$ cat src/rtl/fifo_pkg.sv
// Shared FIFO pointer helpers: Gray conversion and the full-compare pointer transform.
package fifo_pkg;

  localparam int DEFAULT_DATA_WIDTH = 8;
  localparam int DEFAULT_ADDR_WIDTH = 3;
  localparam int PTR_MAX_W          = 16;

  function automatic logic [PTR_MAX_W-1:0] bin2gray(input logic [PTR_MAX_W-1:0] b);
    return b ^ (b >> 1);
  endfunction

  // A full FIFO's write Gray pointer equals the read Gray pointer with its top two bits inverted.
  function automatic logic [PTR_MAX_W-1:0] full_cmp_ptr(input logic [PTR_MAX_W-1:0] g,
                                                       input int unsigned w);
    return g ^ (PTR_MAX_W'(2'b11) << (w - 2));
  endfunction

endpackage

$ cat src/rtl/fifo_wr_arbiter_if.sv
// Requester/memory-side bus of the FIFO write arbiter; master = arbiter, slave = environment.
interface fifo_wr_arbiter_if
  import fifo_pkg::*;
#(
  parameter int DATA_WIDTH = DEFAULT_DATA_WIDTH,
  parameter int ADDR_WIDTH = DEFAULT_ADDR_WIDTH,
  parameter int NUM_REQ    = 4
);
  logic [NUM_REQ-1:0]            req;
  logic [NUM_REQ*DATA_WIDTH-1:0] req_data;
  logic [NUM_REQ-1:0]            grant;
  logic [ADDR_WIDTH:0]           wq2_rptr;
  logic                          winc;
  logic [DATA_WIDTH-1:0]         w_data;
  logic [ADDR_WIDTH-1:0]         w_addr;
  logic [ADDR_WIDTH:0]           wptr;
  logic                          wfull;

  modport master (
    input  req, req_data, wq2_rptr,
    output grant, winc, w_data, w_addr, wptr, wfull
  );

  modport slave (
    output req, req_data, wq2_rptr,
    input  grant, winc, w_data, w_addr, wptr, wfull
  );
endinterface

$ cat src/rtl/rr_arbiter.sv
// Round-robin priority rotate: searches upward from last_grant+1, wrapping.
// Latency: combinational. Backpressure: caller masks req to suppress all grants.
module rr_arbiter #(
  parameter int NUM_REQ = 4,
  parameter int IDX_W   = $clog2(NUM_REQ)
) (
  input  logic [NUM_REQ-1:0] req,
  input  logic [IDX_W-1:0]   last_grant,
  output logic [NUM_REQ-1:0] grant,
  output logic [IDX_W-1:0]   grant_idx
);

  logic [IDX_W-1:0] idx;

  always_comb begin
    grant     = '0;
    grant_idx = '0;
    idx       = '0;
    for (int off = 1; off <= NUM_REQ; off++) begin
      idx = IDX_W'((int'(last_grant) + off) % NUM_REQ);
      if (grant == '0 && req[idx]) begin
        grant[idx] = 1'b1;
        grant_idx  = idx;
      end
    end
  end

endmodule

$ cat src/rtl/fifo_wr_arbiter.sv
// Write-side FIFO controller: round-robin shares the memory write port, owns wptr and wfull.
// Latency: zero-cycle accept (grant is combinational); pointers and wfull registered.
// Backpressure: no grant while wfull or W_RST; requesters hold req/data until granted.
module fifo_wr_arbiter
  import fifo_pkg::*;
#(
  parameter int DATA_WIDTH = DEFAULT_DATA_WIDTH,
  parameter int ADDR_WIDTH = DEFAULT_ADDR_WIDTH,
  parameter int NUM_REQ    = 4
) (
  input logic                W_CLK,
  input logic                W_RST,
  fifo_wr_arbiter_if.master  bus
);

  localparam int PW    = ADDR_WIDTH + 1;
  localparam int IDX_W = $clog2(NUM_REQ);

  logic [PW-1:0]         wbin;
  logic [PW-1:0]         wptr_q;
  logic                  wfull_q;
  logic [IDX_W-1:0]      last_grant;
  logic [NUM_REQ-1:0]    req_ok;
  logic [NUM_REQ-1:0]    gnt;
  logic [IDX_W-1:0]      gnt_idx;
  logic                  winc;
  logic [PW-1:0]         wbin_next;
  logic [PW-1:0]         wgnext;
  logic [PW-1:0]         full_ptr;
  logic [DATA_WIDTH-1:0] w_data;

  assign req_ok = (W_RST || wfull_q) ? '0 : bus.req;

  rr_arbiter #(
    .NUM_REQ (NUM_REQ),
    .IDX_W   (IDX_W)
  ) u_rr (
    .req        (req_ok),
    .last_grant (last_grant),
    .grant      (gnt),
    .grant_idx  (gnt_idx)
  );

  assign winc = |gnt;

  // Unselected cycles present requester 0's slice.
  always_comb begin
    w_data = bus.req_data[DATA_WIDTH-1:0];
    for (int i = 1; i < NUM_REQ; i++) begin
      if (gnt[i]) begin
        w_data = bus.req_data[i*DATA_WIDTH +: DATA_WIDTH];
      end
    end
  end

  assign wbin_next = wbin + PW'(winc);
  assign wgnext    = PW'(bin2gray(PTR_MAX_W'(wbin_next)));
  assign full_ptr  = PW'(full_cmp_ptr(PTR_MAX_W'(bus.wq2_rptr), PW));

  always_ff @(posedge W_CLK) begin
    if (W_RST) begin
      wbin       <= '0;
      wptr_q     <= '0;
      wfull_q    <= 1'b0;
      last_grant <= IDX_W'(NUM_REQ - 1);
    end else begin
      wbin    <= wbin_next;
      wptr_q  <= wgnext;
      wfull_q <= (wgnext == full_ptr);
      if (winc) begin
        last_grant <= gnt_idx;
      end
    end
  end

  assign bus.grant  = gnt;
  assign bus.winc   = winc;
  assign bus.w_data = w_data;
  assign bus.w_addr = wbin[ADDR_WIDTH-1:0];
  assign bus.wptr   = wptr_q;
  assign bus.wfull  = wfull_q;

endmodule

$ cat src/flat_wrapper.sv
// flat-port wrapper written by rule: the top's interface ports become plain ports
module fifo_wr_arbiter_flat import fifo_pkg::*;
#(
  parameter int DATA_WIDTH = DEFAULT_DATA_WIDTH,
  parameter int ADDR_WIDTH = DEFAULT_ADDR_WIDTH,
  parameter int NUM_REQ    = 4
)
  (W_CLK, W_RST, bus_req, bus_req_data, bus_wq2_rptr, bus_grant, bus_winc, bus_w_data, bus_w_addr, bus_wptr, bus_wfull);
  fifo_wr_arbiter_if #(.DATA_WIDTH(DATA_WIDTH), .ADDR_WIDTH(ADDR_WIDTH), .NUM_REQ(NUM_REQ)) bus_i ();
  input logic W_CLK;
  input logic W_RST;
  input wire logic [$bits(bus_i.req)-1:0] bus_req;
  input wire logic [$bits(bus_i.req_data)-1:0] bus_req_data;
  input wire logic [$bits(bus_i.wq2_rptr)-1:0] bus_wq2_rptr;
  output wire logic [$bits(bus_i.grant)-1:0] bus_grant;
  output wire logic [$bits(bus_i.winc)-1:0] bus_winc;
  output wire logic [$bits(bus_i.w_data)-1:0] bus_w_data;
  output wire logic [$bits(bus_i.w_addr)-1:0] bus_w_addr;
  output wire logic [$bits(bus_i.wptr)-1:0] bus_wptr;
  output wire logic [$bits(bus_i.wfull)-1:0] bus_wfull;
  assign bus_i.req = bus_req;
  assign bus_i.req_data = bus_req_data;
  assign bus_i.wq2_rptr = bus_wq2_rptr;
  assign bus_grant = bus_i.grant;
  assign bus_winc = bus_i.winc;
  assign bus_w_data = bus_i.w_data;
  assign bus_w_addr = bus_i.w_addr;
  assign bus_wptr = bus_i.wptr;
  assign bus_wfull = bus_i.wfull;
  fifo_wr_arbiter #(.DATA_WIDTH(DATA_WIDTH), .ADDR_WIDTH(ADDR_WIDTH), .NUM_REQ(NUM_REQ)) u_core (.W_CLK(W_CLK), .W_RST(W_RST), .bus(bus_i));
endmodule
$ cat config.mk
export PLATFORM = sky130hd
export DESIGN_NAME = fifo_wr_arbiter_flat
export DESIGN_NICKNAME = d
export VERILOG_FILES = /design/src/rtl/fifo_pkg.sv /design/src/rtl/fifo_wr_arbiter_if.sv /design/src/rtl/rr_arbiter.sv /design/src/rtl/fifo_wr_arbiter.sv /design/src/flat_wrapper.sv
export SDC_FILE = /design/constraint.sdc
export NUM_CORES = 1
export LEC_CHECK = 0
export BUFFER_PORTS_ARGS = -buffer_cell sky130_fd_sc_hd__clkbuf_2
export CAP_MARGIN = 20
export CORE_MARGIN = 2
export CORE_UTILIZATION = 43
export DETAILED_ROUTE_END_ITERATION = 10
export PLACE_DENSITY_LB_ADDON = 0.12
export SKIP_CTS_REPAIR_TIMING = 1
export SLEW_MARGIN = 20
export SYNTH_ARGS = -nofsm -noshare
export SYNTH_HDL_FRONTEND = slang
export SYNTH_SLANG_ARGS = --single-unit
$ cat constraint.sdc
create_clock -name W_CLK -period 4.8 [get_ports W_CLK]
set_clock_uncertainty 0.15 [all_clocks]
set_input_delay 0 -clock W_CLK [delete_from_list [all_inputs] [get_ports W_CLK]]
set_output_delay 0 -clock W_CLK [all_outputs]
set_load 0.02 [all_outputs]
==> summary.md <==
| Metric | Value |
|---|---|
| Layout cells sized above 1 | `0.3633` |
| Post-synth EDFFs | `0` |
| Final Non-Filler Cells | `289` |
| Total track usage | `0.2231` |
| Yosys top cell by area | `dfxtp_1` |
| Antenna Cells | `0` |
| Hold Violations, Final | `7` |
| CTS sink cnt | `10` |
| Num CTS Buffers | `3` |
| CP max-delay cell | `or4_4` |
| Worst path most repeated cell | `ha_1` |
| Setup TNS | `0 ns` |
| Area Growth Syn to Fin | `31.44%` |
| Syn_area_per_cell | `7.915 um^2` |
| Violated checks | `negative hold slack` |
| Leading post-synthesis cells by cell area | `dfxtp_1, ha_1, nor3_1, a211oi_1, a221oi_1` |
| Final Slew Violations | `0` |
| Iteration-0 DRC count of the detailed router | `114` |
| Syn Inst Count | `178` |
| Netlist cell types | `54` |
| Worst Hold Class | `primary input to flip-flop` |
| WL/cell | `13.74 um` |
| ANT nets after route | `0` |
| H-tree depth | `1` |
| CP Data Required Time | `4.85 ns` |
| Seq cells post-synth | `10` |
| Register area share after synthesis | `0.1421` |
| Initial antenna violation count | `0` |
| Pre-CTS WS | `0.2201 ns` |
| GRT overflow | `0` |
| Critical-path cell list | `inv_1 > ha_1 > or3b_4 > a2bb2oi_2 > o211a_4 > or2_1 > nor4bb_1 > a211o_1 > or4_4 > ha_1 > nand3_1 > xor2_1 > or3_1 > a211oi_1 > a31oi_1 > nor3_1` |
| RSZ-0062 raised after global routing | `false` |
| Worst Path Arrival | `4.56 ns` |
| Fmax | `221.5 MHz` |
| Placed Area | `1804 um^2` |
| Final period util | `0.9404` |
| Total power | `1.653 mW` |
| Status | `finished with violations` |
| Post-synth ARST share | `0` |
| Slew Limit Headroom | `0.6700` |
| Final Setup Violations | `0` |
| Final HPWL DP | `3285 um` |
| Min Tclk post-route | `4.514 ns` |
| Lkg Pwr | `0.8817 nW` |
| Fill count | `318` |
| Final WS setup | `0.2859 ns` |
| Core area | `3078 um^2` |
| Die footprint | `3750 um^2` |
| Worst path max stage delay | `0.53 ns` |
| Synth Warn # | `0` |
| # DRC | `0` |
| CTS tree | `built` |
| Final #Nets | `297` |
| Effective utilization at floorplan | `0.4577` |
| Syn nets | `229` |
| Site Rows | `20` |
| Vias in the first global route | `1,430` |
| Worst-path clk slew | `0.06 ns` |
| Most common cell after layout, fill and taps aside | `clkbuf_2` |
| Die outline height | `61.24 um` |
| Largest net degree at the start of global routing | `16` |
| Reg area | `201.4 um^2` |
| Largest buffer count on any clock path | `2` |
| Top cell type's share of synthesized area | `0.1421` |
| Vias/cell | `5.737` |
| Pwr Density | `892.6 nW/um^2` |
| CP Launch Type | `flip-flop` |
| Vias | `1,658` |
| Dominant synthesized flop cell | `dfxtp_1` |
| Ports | `63` |
| Worst Path Max Fanout | `8` |
| Post-Place Cells | `284` |
| Max Cap Violations | `0` |
| First-pass GRT wire length | `6458 um` |
| Die width | `61.24 um` |
| Final wirelength | `3971 um` |
| GPL Wtd Cong | `0.8951` |
| Most frequent cells in the layout | `clkbuf_2, nor3_1, inv_1, o21ai_0, a211oi_1` |
| Kind of critical path | `flip-flop to flip-flop` |
| Post-Syn Area | `1409 um^2` |
| Hold_ws | `-0.03981 ns` |
| Crit end category | `flip-flop` |
| Area occupied by multi-input gates | `1122 um^2` |
| Root Buffer Master | `clkbuf_4` |
| DRT Pass-1 Iters | `4` |
| # port buffers | `62` |
| Worst slew pin tran | `0.4812 ns` |
| Final non-filler cell area | `1852 um^2` |
| Clock Latency Late Sink | `0.27 ns` |
| VDD IR max | `0.4326 mV` |
| Final Core Density | `0.6016` |
==> worst paths after layout <==
path / startpoint / endpoint / slack [ns] / depth (start not counted)
worst max-delay path: u_core.last_grant[1]$_SDFFE_PP1P_ / u_core.bus.wfull$_SDFF_PP0_ / 0.29 / 16
worst min-delay path: W_RST / u_core.bus.wptr[3]$_SDFF_PP0_ / -0.04 / 2
worst max register to register: u_core.last_grant[1]$_SDFFE_PP1P_ / u_core.bus.wfull$_SDFF_PP0_ / 0.29 / 16
worst min register to register: u_core.last_grant[1]$_SDFFE_PP1P_ / u_core.last_grant[1]$_SDFFE_PP1P_ / 0.45 / 1
==> metal layers <==
layer,GRT usage,vias up,routed length [um]
met1,0.3380,773,1834
met4,0.06522,0,29
met2,0.3374,43,1959
met3,0.01471,3,148
met5,0,-,0
li1,-,839,-
==> area by class of cell <==
class,instances,share of cell area
multi-input combinational,146,0.6061
timing repair buffer,72,0.2095
clock buffer,4,0.01959
tap,44,0.02973
sequential,10,0.1088
inverter,13,0.02635
==> power by group <==
part	internal, mW	leakage, nW	switching (mW)
sequential	0.112	0.0817	0.0211
combinational	0.579	0.779	0.865
clock	0.0461	0.0210	0.0295
total	0.737	0.882	0.916
==> registers in the layout, summed over array words and instances, names as in the netlist <==
name,flops
u_core.bus.wptr,4
u_core.bus.wfull,1
u_core.wbin,3
u_core.last_grant,2
==> worst max-delay path, delay by kind of cell, from the launching register on <==
kind	cells	cell delay [ns]
buffers and inverters	1	0.11
adders and majority gates	2	0.60
DFF	1	0.40
and+or+nand+nor	7	2.01
xor gates and xnor gates	1	0.10
AOI/OAI and AO/OA	5	1.08
==> cells by family (layout without fill, tap and decap cells) <==
family | after synthesis | after routing | synth area share
adders and majority gates | 9 | 9 | 0.07993
muxes | 8 | 8 | 0.06128
AOI/OAI and AO/OA | 61 | 61 | 0.3570
buffers and inverters | 22 | 89 | 0.06395
xor gates and xnor gates | 7 | 7 | 0.04352
and+or+nand+nor | 61 | 61 | 0.2522
DFF | 10 | 10 | 0.1421
==> cells in the mapped netlist, types with 3 or more instances <==
cell,count
inv_1,13
nor2_1,7
a211oi_1,10
dfxtp_1,10
xnor2_1,3
o21ai_0,11
mux2i_1,3
nor2b_1,3
nand2_1,7
xor2_1,4
or3_1,3
mux2_2,3
a221oi_1,8
o31ai_1,8
and2_1,3
buf_2,6
nand3_1,3
nor3_1,18
ha_1,9
Power figures use the tool's default switching activity.
